<file path="config.mk">
export PLATFORM = sky130hd
export DESIGN_NAME = arp_sequencer
export DESIGN_NICKNAME = d
export VERILOG_FILES = /design/src/rtl/arp_sequencer.sv
export SDC_FILE = /design/constraint.sdc
export NUM_CORES = 1
export LEC_CHECK = 0
export ABC_CLOCK_PERIOD_IN_PS = 4800
export CAP_MARGIN = 20
export CELL_PAD_IN_SITES_DETAIL_PLACEMENT = 0
export CELL_PAD_IN_SITES_GLOBAL_PLACEMENT = 2
export CORE_MARGIN = 4
export CORE_UTILIZATION = 30
export DETAILED_ROUTE_END_ITERATION = 6
export GPL_TIMING_DRIVEN = 0
export PLACE_DENSITY = 0.89
export SLEW_MARGIN = 40
export SYNTH_ARGS = -nofsm -noshare
export SYNTH_HDL_FRONTEND = slang
export SYNTH_SLANG_ARGS = --single-unit
</file>
<file path="constraint.sdc">
create_clock -name Clk -period 4.8 [get_ports Clk]
set_input_delay 0.72 -clock Clk [delete_from_list [all_inputs] [get_ports Clk]]
set_output_delay 0.72 -clock Clk [all_outputs]
set_load 0.1 [all_outputs]
</file>
<file path="src/rtl/arp_sequencer.sv">
// rtl/arp_sequencer.sv - arpeggiator between the note registers and voice0 F_in/key_on
// Define ARP_UPDOWN_EN to build the ping-pong step order instead of the up-only wrap.
module arp_sequencer #(
   parameter int TICK_DIV  = 50000,
   parameter int GAP_TICKS = 1
) (
   input  logic        Clk,
   input  logic        Reset,
   input  logic        arp_en,
   input  logic [15:0] arp_time,
   input  logic [6:0]  freq_in0,
   input  logic [6:0]  freq_in1,
   input  logic [6:0]  freq_in2,
   input  logic [6:0]  freq_in3,
   input  logic        key_in0,
   input  logic        key_in1,
   input  logic        key_in2,
   input  logic        key_in3,
   output logic [6:0]  freq_out,
   output logic        key_out,
   output logic [1:0]  cur_idx,
   output logic        step_strobe
);
   localparam int PW = (TICK_DIV > 1) ? $clog2(TICK_DIV) : 1;

   typedef enum logic [1:0] {IDLE, PLAY, GAP} state_t;

   state_t        r_state;
   logic [PW-1:0] r_presc;
   logic [15:0]   r_ticks;
   logic [6:0]    r_freq;
   logic          r_key;
   logic [1:0]    r_idx;
   logic          r_strobe;
`ifdef ARP_UPDOWN_EN
   logic          r_dir_down;
`endif

   logic [3:0]    w_held;
   logic [6:0]    w_freq_sel [4];
   logic          w_tick;
   logic [16:0]   w_cnt_next;
   logic [16:0]   w_step_len;
   logic          w_step_done;
   logic          w_gap_done;
   logic [1:0]    w_first_idx;
   logic [1:0]    w_next_idx;
   logic          w_enter;
   logic [1:0]    w_enter_idx;

   assign w_held        = {key_in3, key_in2, key_in1, key_in0};
   assign w_freq_sel[0] = freq_in0;
   assign w_freq_sel[1] = freq_in1;
   assign w_freq_sel[2] = freq_in2;
   assign w_freq_sel[3] = freq_in3;

   assign w_tick      = (r_presc == PW'(TICK_DIV - 1));
   assign w_cnt_next  = {1'b0, r_ticks} + {16'd0, w_tick};
   // arp_time is compared live so a shortened step ends at once
   assign w_step_len  = (arp_time == 16'd0) ? 17'd1 : {1'b0, arp_time};
   assign w_step_done = (w_cnt_next >= w_step_len);
   assign w_gap_done  = (w_cnt_next >= 17'(GAP_TICKS));

   always_comb begin
      w_first_idx = 2'd0;
      for (int i = 3; i >= 0; i--)
         if (w_held[2'(i)]) w_first_idx = 2'(i);
   end

`ifdef ARP_UPDOWN_EN
   logic       w_has_up;
   logic       w_has_dn;
   logic [1:0] w_up_idx;
   logic [1:0] w_dn_idx;
   logic       w_next_down;

   always_comb begin
      w_has_up    = 1'b0;
      w_has_dn    = 1'b0;
      w_up_idx    = r_idx;
      w_dn_idx    = r_idx;
      for (int i = 3; i >= 0; i--)
         if (i > int'(r_idx) && w_held[2'(i)]) begin
            w_has_up = 1'b1;
            w_up_idx = 2'(i);
         end
      for (int i = 0; i < 4; i++)
         if (i < int'(r_idx) && w_held[2'(i)]) begin
            w_has_dn = 1'b1;
            w_dn_idx = 2'(i);
         end
      w_next_idx  = r_idx;
      w_next_down = r_dir_down;
      if (!r_dir_down) begin
         if (w_has_up) w_next_idx = w_up_idx;
         else if (w_has_dn) begin
            w_next_idx  = w_dn_idx;
            w_next_down = 1'b1;
         end
      end else begin
         if (w_has_dn) w_next_idx = w_dn_idx;
         else if (w_has_up) begin
            w_next_idx  = w_up_idx;
            w_next_down = 1'b0;
         end
      end
   end
`else
   // Nearest held index after r_idx wins; falls back to repeating r_idx
   always_comb begin
      w_next_idx = r_idx;
      for (int i = 3; i >= 1; i--)
         if (w_held[2'(int'(r_idx) + i)]) w_next_idx = 2'(int'(r_idx) + i);
   end
`endif

   always_comb begin
      w_enter     = 1'b0;
      w_enter_idx = w_next_idx;
      if (arp_en && (w_held != 4'd0)) begin
         case (r_state)
            IDLE: begin
               w_enter     = 1'b1;
               w_enter_idx = w_first_idx;
            end
            PLAY:    w_enter = w_step_done && (GAP_TICKS == 0);
            GAP:     w_enter = w_gap_done;
            default: w_enter = 1'b0;
         endcase
      end
   end

   always_ff @(posedge Clk) begin
      if (Reset) begin
         r_state  <= IDLE;
         r_presc  <= '0;
         r_ticks  <= '0;
         r_freq   <= '0;
         r_key    <= 1'b0;
         r_idx    <= 2'd0;
         r_strobe <= 1'b0;
`ifdef ARP_UPDOWN_EN
         r_dir_down <= 1'b0;
`endif
      end else if (!arp_en) begin
         r_state  <= IDLE;
         r_presc  <= w_tick ? '0 : r_presc + 1'b1;
         r_freq   <= freq_in0;
         r_key    <= key_in0;
         r_idx    <= 2'd0;
         r_strobe <= 1'b0;
      end else begin
         r_presc  <= (w_tick || w_enter) ? '0 : r_presc + 1'b1;
         r_strobe <= w_enter;
         if (w_enter) begin
            r_state <= PLAY;
            r_key   <= 1'b1;
            r_idx   <= w_enter_idx;
            r_freq  <= w_freq_sel[w_enter_idx];
            r_ticks <= '0;
`ifdef ARP_UPDOWN_EN
            r_dir_down <= (r_state == IDLE) ? 1'b0 : w_next_down;
`endif
         end else begin
            case (r_state)
               IDLE: r_key <= 1'b0;
               PLAY: begin
                  if (w_held == 4'd0) begin
                     r_state <= IDLE;
                     r_key   <= 1'b0;
                  end else if (w_step_done) begin
                     r_state <= GAP;
                     r_key   <= 1'b0;
                     r_ticks <= '0;
                  end else begin
                     r_ticks <= w_cnt_next[15:0];
                  end
               end
               GAP: begin
                  if (w_held == 4'd0) begin
                     r_state <= IDLE;
                     r_key   <= 1'b0;
                  end else begin
                     r_ticks <= w_cnt_next[15:0];
                  end
               end
               default: r_state <= IDLE;
            endcase
         end
      end
   end

   assign freq_out    = r_freq;
   assign key_out     = r_key;
   assign cur_idx     = r_idx;
   assign step_strobe = r_strobe;
endmodule

</file>
==> impl_metrics.ini <==
[detailed_routing]
drtPass1Iterations = 4
vias = 3117
ant_nets = 0
via_per_inst = 5.20
totalWireLength_um = 9030
wl_per_cell_um = 15.0
drt-initial-drc-count = 136
drc = 0

[logic_synthesis]
synth_ff_type = dfxtp_1
synth_area_per_cell_um2 = 8.09
yosys_warnings = 0
synth-edff-count = 0
syn_inst = 393
synth-seq-cells = 45
seq_area_frac_synth_pct = 28.3
synth_nets = 463
yosysUniqueCellTypes = 53
async_reset_ff_share_pct = 0
syn_area_um2 = 3180

[critical_path]
critPathLaunchType = flop
path_cells = nor2_1 > nand3_1 > nor4_1 > and3_1 > ha_1 > ha_1 > buf_2 > nand4_1 > buf_4 > nor2_1 > xor2_1 > ha_1 > nand4_1 > a2111oi_1 > a211oi_2 > o32ai_1 > nor2_2 > clkbuf_2 > o2111ai_1 > a21oi_1
slowest_stage = a2111oi_1
crit_top_cell = ha_1
crit_fanout = 10
end_kind = flop
required_ns = 4.97
crit_arrival_ns = 4.69
worst_r2r_path_depth = 20
max_stage_delay_ns = 0.57
path_class = reg -> reg

[die]
die_y_um = 111
ios = 62
die_x_um = 111
start_util_pct = 30.8
core-area_um2 = 10300
die-area_um2 = 12300
rows = 37

[sta]
layout_setup_ws_ns = 0.288
slew_viol_final = 0
finalSetupViolCount = 0
post-route-period-util_pct = 94.0
fin_crit_ns = 4.51
slew_headroom_pct = 44.8
clock_skew_ns = 0.00673
fmax_ghz = 0.222
rsz0062_at_grt = false
hold_viol = 0
tightest_slew_ns = 0.817

[placement]
port_buffers = 61
dpl_worst_slack_ns = -0.266
finalWeightedCongestion = 0.795
dp_hpwl_um = 7010

[global_route]
grt_pass1_wl_um = 14600
grt_overflow = 0
antenna_found_initial = 0
first_global_vias = 3026
track_usage_pct = 14.1
grt_max_degree = 14

[clock_network]
cts-root-buf = clkbuf_8
cts.clk_slew.worst_paths_ns = 0.08
cts_sinks = 45
numCtsBuffers = 5
cts_max_path_buffers = 2
h-tree-depth = 2
clk_latency_ns = 0.30
tritoncts = done

[hold_path]
hold_class = reg -> reg
hold-path-cell-count = 1

[finish]
nets = 533
layout-drive-gt1-share_pct = 9.91
n_antenna_cell = 0
syn_to_final_growth_pct = 27.8

[power]
power_uw = 889
ir_worst_vdd_v = 0.000167
leakage_uw = 0.00157
pwr_density_cell_nw_per_um2 = 219

[status]
status = complete, no violations

[job]
max_cap_violations = 0
==> where the power goes <==
part	internal (uW)	leakage (uW)	total [uW]	switching, uW
Combinational	80.2	0.00115	199	119
Sequential	382	0.000365	387	4.93
Clock	170	0.0000585	303	133
==> state kept, by name, indices dropped and copies added, names as in the netlist <==
name / cells
cur_idx: 2
freq_out: 7
key_out: 1
r_presc: 16
r_state: 2
r_ticks: 16
step_strobe: 1
==> per-stage QoR <==
step / util (%) / instance area, um^2 / hold WS, ns / std cells / TNS (ns)
final: 39.4 / 4060 / 0.453 / 600 / 0
after global routing: 39.4 / 4060 / 0.482 / 600 / 0
after CTS: 39.1 / 4040 / 0.459 / 599 / 0
after detailed placement: 37.8 / 3910 / 0.438 / 590 / -2.30
after global placement: 38.4 / 3960 / 0.432 / 590 / -1.57
after floorplan: - / 3180 / 0.413 / 393 / 0
==> synth_stat cells, drive strengths merged, types with 3 or more instances <==
cell type  number  share of area (%)
nand3          16                2.5
nor3            9                1.4
or4             3               0.83
o221ai          3               0.83
clkbuf         16                1.9
o211ai          9                2.1
xor2           16                4.4
nor2           37                4.4
nand2          41                4.8
inv            25                3.0
a2bb2oi         7                1.9
and3            5               0.98
or3             4               0.79
nand3b          3               0.71
dfxtp          45                 28
a21oi          29                4.6
buf             8                1.9
a21o            6                1.4
mux4            7                5.0
o2111ai         9                2.5
nor4b           3               0.83
nand2b          6                1.2
xnor2          14                3.9
ha             19                7.5
nand4          11                2.2
o21ai           9                1.4
nor4            8                1.6
==> final timing paths <==
path | from | end | slack (ns)
max | r_presc[4]$_SDFF_PP0_ | r_ticks[12]$_SDFFE_PP0P_ | 0.29
min | r_presc[0]$_SDFF_PP0_ | r_presc[0]$_SDFF_PP0_ | 0.45
max reg2reg | r_presc[4]$_SDFF_PP0_ | r_ticks[12]$_SDFFE_PP0P_ | 0.29
min reg2reg | r_presc[0]$_SDFF_PP0_ | r_presc[0]$_SDFF_PP0_ | 0.45
==> logic make-up (layout without fill, tap and decap cells) <==
| kind of cell | Yosys count | after routing | synth area share (%) |
|---|---|---|---|
| xor+xnor | 30 | 30 | 8.26 |
| buf+inv | 49 | 120 | 6.73 |
| flops | 45 | 45 | 28.3 |
| fa+ha+maj | 19 | 19 | 7.48 |
| mux | 7 | 7 | 4.96 |
| compound gates | 89 | 89 | 20.1 |
| simple gates | 154 | 154 | 24.1 |
==> layout by cell type, fill, tap and decap left out, types with 4 or more instances in the layout <==
| cell type | Yosys | layout |
|---|---|---|
| clkdlybuf4s50_1 | 0 | 50 |
| dfxtp_1 | 45 | 45 |
| nand2_1 | 41 | 41 |
| nor2_1 | 37 | 36 |
| a21oi_1 | 29 | 29 |
| inv_1 | 24 | 24 |
| ha_1 | 19 | 19 |
| clkbuf_1 | 16 | 16 |
| nand3_1 | 16 | 16 |
| xor2_1 | 16 | 16 |
| buf_2 | 3 | 14 |
| xnor2_1 | 14 | 14 |
| nand4_1 | 11 | 11 |
| o2111ai_1 | 9 | 9 |
| o211ai_1 | 9 | 9 |
| nor3_1 | 9 | 8 |
| o21ai_0 | 8 | 8 |
| nor4_1 | 8 | 7 |
| mux4_2 | 7 | 7 |
| a2bb2oi_1 | 7 | 7 |
| nand2b_1 | 6 | 6 |
| a21o_1 | 6 | 6 |
| clkbuf_8 | 0 | 6 |
| and3_1 | 5 | 5 |
| or3_1 | 4 | 4 |
==> what timing repair did <==
action,CTS,global route
hold buffers,0,0
gates cloned,0,0
pin swaps,1,1
endpoints found under the hold margin,0,0
setup endpoints to repair,10,16
buffers inserted,1,1
resized for setup,3,4
==> area by class of cell <==
| class | count | area, um^2 |
|---|---|---|
| timing repair buffer | 63 | 571 |
| inverter | 25 | 93.8 |
| buffer | 24 | 121 |
| clock buffer | 7 | 86.3 |
| fill | 1075 | 6260 |
| sequential | 45 | 901 |
| multi-input combinational | 299 | 2090 |
| tap | 136 | 170 |
| clock inverter | 1 | 30.0 |
==> per-layer routing <==
| metal | up-vias | share of wire, % | global-route usage, % |
|---|---|---|---|
| met4 | 0 | 1.2 | 2.96 |
| met2 | 53 | 48 | 23.5 |
| li1 | 1575 | - | - |
| met1 | 1479 | 47 | 18.6 |
| met5 | - | 0 | 0 |
| met3 | 10 | 3.9 | 3.28 |
==> critical path, delay by kind of cell, from the launching register on <==
family,cells,cell delay [ns]
xor+xnor,1,0.25
flops,1,0.36
buf+inv,3,0.60
fa+ha+maj,3,0.67
simple gates,8,1.21
compound gates,5,1.26
Note: power is estimated with default switching activity, not from simulation.
